$ cat src/rtl/dxi_conv3x3_filter.sv
// 3x3 kernel filter with DXI valid/ready on both sides: capture stage (S1) and result stage (S2).
// Optional DXI_SAT_FLAG_EN adds o_sat_flag, registered with o_master_data, set when the clamp fired.
module dxi_conv3x3_filter #(
    parameter int PIX_W = 8
) (
    input  logic                 i_clk,
    input  logic                 i_rst,
    input  logic                 i_dxi_valid,
    input  logic [9*PIX_W-1:0]   i_dxi_data,
    output logic                 o_dxi_ready,
    input  logic [1:0]           config_select,
    output logic                 o_dxi_out_valid,
    input  logic                 i_dxi_out_ready,
    output logic [PIX_W-1:0]     o_master_data
`ifdef DXI_SAT_FLAG_EN
    ,
    output logic                 o_sat_flag
`endif
);

    localparam int ACC_W = PIX_W + 6;
    localparam logic signed [ACC_W-1:0] MAX_V = ACC_W'((1 << PIX_W) - 1);
    localparam logic signed [ACC_W-1:0] NINE  = ACC_W'(9);

    logic                   s1_valid_q, s1_valid_d;
    logic [9*PIX_W-1:0]     s1_data_q, s1_data_d;
    logic [1:0]             s1_sel_q, s1_sel_d;
    logic                   s2_valid_q, s2_valid_d;
    logic [PIX_W-1:0]       s2_pix_q, s2_pix_d;

    logic                   s2_advance;
    logic                   accept;
    logic signed [ACC_W-1:0] px_e [9];
    logic signed [ACC_W-1:0] edges, corners, res;
    logic [PIX_W-1:0]       pix_clamped;
    logic                   clamp_hit;

    genvar gi;
    generate
        for (gi = 0; gi < 9; gi++) begin : g_px
            assign px_e[gi] = $signed({{(ACC_W-PIX_W){1'b0}}, s1_data_q[gi*PIX_W +: PIX_W]});
        end
    endgenerate

    assign edges   = px_e[1] + px_e[3] + px_e[5] + px_e[7];
    assign corners = px_e[0] + px_e[2] + px_e[6] + px_e[8];

    // Gaussian sum is never negative, so the arithmetic shift equals truncating division.
    always_comb begin
        res = '0;
        case (s1_sel_q)
            2'b00:   res = (px_e[4] <<< 2) - edges;
            2'b01:   res = (px_e[4] <<< 3) - (edges + corners);
            2'b10:   res = (corners + (edges <<< 1) + (px_e[4] <<< 2)) >>> 4;
            default: res = (corners + edges + px_e[4]) / NINE;
        endcase
    end

    always_comb begin
        pix_clamped = res[PIX_W-1:0];
        clamp_hit   = 1'b0;
        if (res[ACC_W-1]) begin
            pix_clamped = '0;
            clamp_hit   = 1'b1;
        end else if (res > MAX_V) begin
            pix_clamped = '1;
            clamp_hit   = 1'b1;
        end
    end

    assign s2_advance      = ~s2_valid_q | i_dxi_out_ready;
    assign o_dxi_ready     = ~s1_valid_q | s2_advance;
    assign accept          = i_dxi_valid & o_dxi_ready;
    assign o_dxi_out_valid = s2_valid_q;
    assign o_master_data   = s2_pix_q;

    always_comb begin
        s1_valid_d = s1_valid_q;
        s1_data_d  = s1_data_q;
        s1_sel_d   = s1_sel_q;
        s2_valid_d = s2_valid_q;
        s2_pix_d   = s2_pix_q;
        if (accept) begin
            s1_valid_d = 1'b1;
            s1_data_d  = i_dxi_data;
            s1_sel_d   = config_select;
        end else if (s2_advance) begin
            s1_valid_d = 1'b0;
        end
        if (s2_advance) begin
            s2_valid_d = s1_valid_q;
            // Keep the last pixel on the bus when the stage drains empty.
            if (s1_valid_q) begin
                s2_pix_d = pix_clamped;
            end
        end
    end

    always_ff @(posedge i_clk) begin
        if (i_rst) begin
            s1_valid_q <= 1'b0;
            s1_data_q  <= '0;
            s1_sel_q   <= '0;
            s2_valid_q <= 1'b0;
            s2_pix_q   <= '0;
        end else begin
            s1_valid_q <= s1_valid_d;
            s1_data_q  <= s1_data_d;
            s1_sel_q   <= s1_sel_d;
            s2_valid_q <= s2_valid_d;
            s2_pix_q   <= s2_pix_d;
        end
    end

`ifdef DXI_SAT_FLAG_EN
    logic sat_q, sat_d;

    always_comb begin
        sat_d = sat_q;
        if (s2_advance && s1_valid_q) begin
            sat_d = clamp_hit;
        end
    end

    always_ff @(posedge i_clk) begin
        if (i_rst) begin
            sat_q <= 1'b0;
        end else begin
            sat_q <= sat_d;
        end
    end

    assign o_sat_flag = sat_q;
`else
    logic unused_clamp;
    assign unused_clamp = clamp_hit;
`endif

endmodule

$ cat config.mk
export PLATFORM = sky130hd
export DESIGN_NAME = dxi_conv3x3_filter
export DESIGN_NICKNAME = d
export VERILOG_FILES = /design/src/rtl/dxi_conv3x3_filter.sv
export SDC_FILE = /design/constraint.sdc
export NUM_CORES = 1
export LEC_CHECK = 0
export CAP_MARGIN = 10
export CORE_UTILIZATION = 45
export CTS_CLUSTER_SIZE = 28
export DETAILED_ROUTE_END_ITERATION = 8
export PLACE_DENSITY = 0.66
export SLEW_MARGIN = 20
export SYNTH_ARGS = -nofsm -noshare
export SYNTH_HDL_FRONTEND = slang
export SYNTH_SLANG_ARGS = --single-unit
$ cat constraint.sdc
create_clock -name i_clk -period 10.6 [get_ports i_clk]
set_clock_uncertainty 0.1 [all_clocks]
set_input_delay 1.06 -clock i_clk [delete_from_list [all_inputs] [get_ports i_clk]]
set_output_delay 1.06 -clock i_clk [all_outputs]
set_load 0.05 [all_outputs]
==> qor.csv <==
metric,value,unit
outcome,completed,
wl_met2,8740,um
maxCapViolCount,0,
cp_slowest_cell,nor4_1,
syn_nets,1219,
drt-pass1-iter-count,5,
reg2reg_setup_slack,0.70,ns
grt_pass1_vias,6698,
synth-compound-area-share,22.5,%
via_count,7188,
insertion_delay,0.35,ns
yosysTopAreaCell,dfxtp_1,
worst_hold_startpoint,s1_data_q[27]$_SDFFE_PP0P_,
dp_cells,1313,
die-area,18200,um2
globalplace.congestion,0.935,
io_pins,88,
crit_type,flop to flop,
slew_violations,0,
netlist.area_leader.share,21.1,%
highest_layer,met4,
synth-simple-area-share,19.9,%
place_area,8940,um2
cp-start-kind,flop,
critPathLaunch,s1_data_q[11]$_SDFFE_PP0P_,
timing.fmax,101,MHz
synth_fa_ha_area_share,20.9,%
fill_cells,1677,
ant_nets,0,
hold_violations,0,
synthXorXnorAreaFrac,5.40,%
die-width,135,um
io_buffers,87,
grt_pass1_wl,31700,um
path_delay_family,simple AND/OR/NAND/NOR gates,
worstMarginPinSlew,0.906,ns
synth.avg_cell_area,7.68,um2
cts-buffers-inserted,9,
reg2reg_to,o_master_data[0]$_SDFFE_PP0P_,
drt-met1-wl,9250,um
min_period,9.90,ns
synthMuxAreaShare,1.54,%
synth-async-reset-ratio,0,%
die_y,135,um
slew-limit-headroom,39.6,%
min_period_over_period,93.4,%
seqCellArea,1680,um2
cts-root-buf,clkbuf_16,
synth_seq_area_share,21.1,%
setup_violations,0,
start_util,46.0,%
synthesis.area,7950,um2
overflow,0,
viasPerCell,5.41,
yosys_warnings,0,
nNetsFinal,1283,
synth_top_cells_by_area,"dfxtp_1, fa_1, ha_1",
synth-edff-count,0,
met3WireLength,834,um
endpoint_kind,flop,
synth_top_flop_cell,dfxtp_1,
reg2reg_from,s1_data_q[11]$_SDFFE_PP0P_,
synth-seq-cells,84,
hp-class,flop to flop,
cp_max_fo,9,
grt_max_degree,85,
netlist_instances,1035,
cts_sinks,84,
cts_buffer_depth,2,
drc,0,
wl_per_cell,14.5,um
grtUsageTotal,21.8,%
area_growth,16.2,%
antenna_cells,0,
cp.depth,39,
required,10.73,ns
drive_gt1_share,6.44,%
rows,48,
antenna_found_initial,0,
core-area,17300,um2
endpoint,o_master_data[0]$_SDFFE_PP0P_,
first_iter_violations,512,
ys_types,92,
worstPathArrival,10.03,ns
synthTopCellsByCount,"nand2_1, a21oi_1, inv_1",
synth_top_family_by_area,compound AO/OA/AOI/OAI gates,
clk_pin_slew,0.07,ns
final_area,9240,um2
synth_most_common_cell,nand2_1,
wl,19200,um
multi_input_area,5620,um2
finalSetupTns,0,ns
htreeDepth,3,
cts_tree,done,
cts_setup_buffers,0,
dp_hpwl,15100,um
reg2regPathDepth,39,
critPathBufInv,4,
slowest_delay,0.59,ns
instances_no_fill,1328,
-- layer usage --
metal | track usage, % | up-vias
met4 | 7.87 | 0
met2 | 34.7 | 194
li1 | - | 3664
met1 | 30.1 | 3303
met3 | 2.78 | 27
met5 | 0 | -
-- stage by stage --
step	worst slack [ns]	hold slack, ns	utilization (%)
2_1_floorplan	1.40	0.336	-
3_3_place_gp	0.770	0.343	51.7
3_5_place_dp	0.462	0.347	51.7
4_1_cts	0.427	0.354	53.3
5_1_grt	-0.0343	0.373	53.4
6_report	0.696	0.352	53.4
-- state kept, by name (all words and copies together) (netlist names) --
name	count
s1_valid_q	1
o_master_data	8
o_dxi_out_valid	1
s1_data_q	72
s1_sel_q	2
-- what timing repair did --
action,CTS,global route
setup endpoints to repair,0,2
hold buffers,0,0
gates resized for setup,0,4
-- worst register-to-register path: cells and delay by family (launching register included) --
kind                       cells  cell delay [ns]
and+or+nand+nor               12             3.36
AOI/OAI and AO/OA             16             3.25
adders and majority gates      6             2.27
DFF                            1             0.33
buffers and inverters          4             0.28
xor gates and xnor gates       1             0.21
-- area by class of cell --
cell class / instances / area share [%]
Clock buffer: 10 / 2.59
Clock inverter: 5 / 0.393
Inverter: 127 / 5.16
Multi-Input combinational cell: 784 / 60.8
Sequential cell: 84 / 18.2
Tap cell: 225 / 3.05
Timing Repair Buffer: 93 / 9.86
-- cells by family (layout without fill, tap and decap cells) --
| family | after synthesis | in the layout |
|---|---|---|
| buffers and inverters | 167 | 235 |
| adders and majority gates | 108 | 108 |
| and+or+nand+nor | 344 | 344 |
| xor gates and xnor gates | 49 | 49 |
| AOI/OAI and AO/OA | 274 | 274 |
| muxes | 9 | 9 |
| DFF | 84 | 84 |
-- cell usage in the layout (no fill, tap or decap), types with 14 or more instances in the layout --
cell type / n
a21o_1: 14
a21oi_1: 125
clkdlybuf4s50_1: 86
dfxtp_1: 84
fa_1: 42
ha_1: 64
inv_1: 125
nand2_1: 182
nand3_1: 19
nor2_1: 51
nor3_1: 19
o21ai_0: 30
o21bai_1: 15
xnor2_1: 33
xor2_1: 16
-- worst min-delay path by stage --
stage                                       to  cells after the start
global route         s1_data_q[9]$_SDFFE_PP0P_                      2
detailed placement  s1_data_q[27]$_SDFFE_PP0P_                      2
finish              s1_data_q[27]$_SDFFE_PP0P_                      2
floorplan           s1_data_q[10]$_SDFFE_PP0P_                      2
global placement    s1_data_q[62]$_SDFFE_PP0P_                      2
CTS                 s1_data_q[27]$_SDFFE_PP0P_                      2
Power is left out: the tool's default activity adds up to more than one toggle a clock period on the data nets, which glitch-free logic cannot reach.
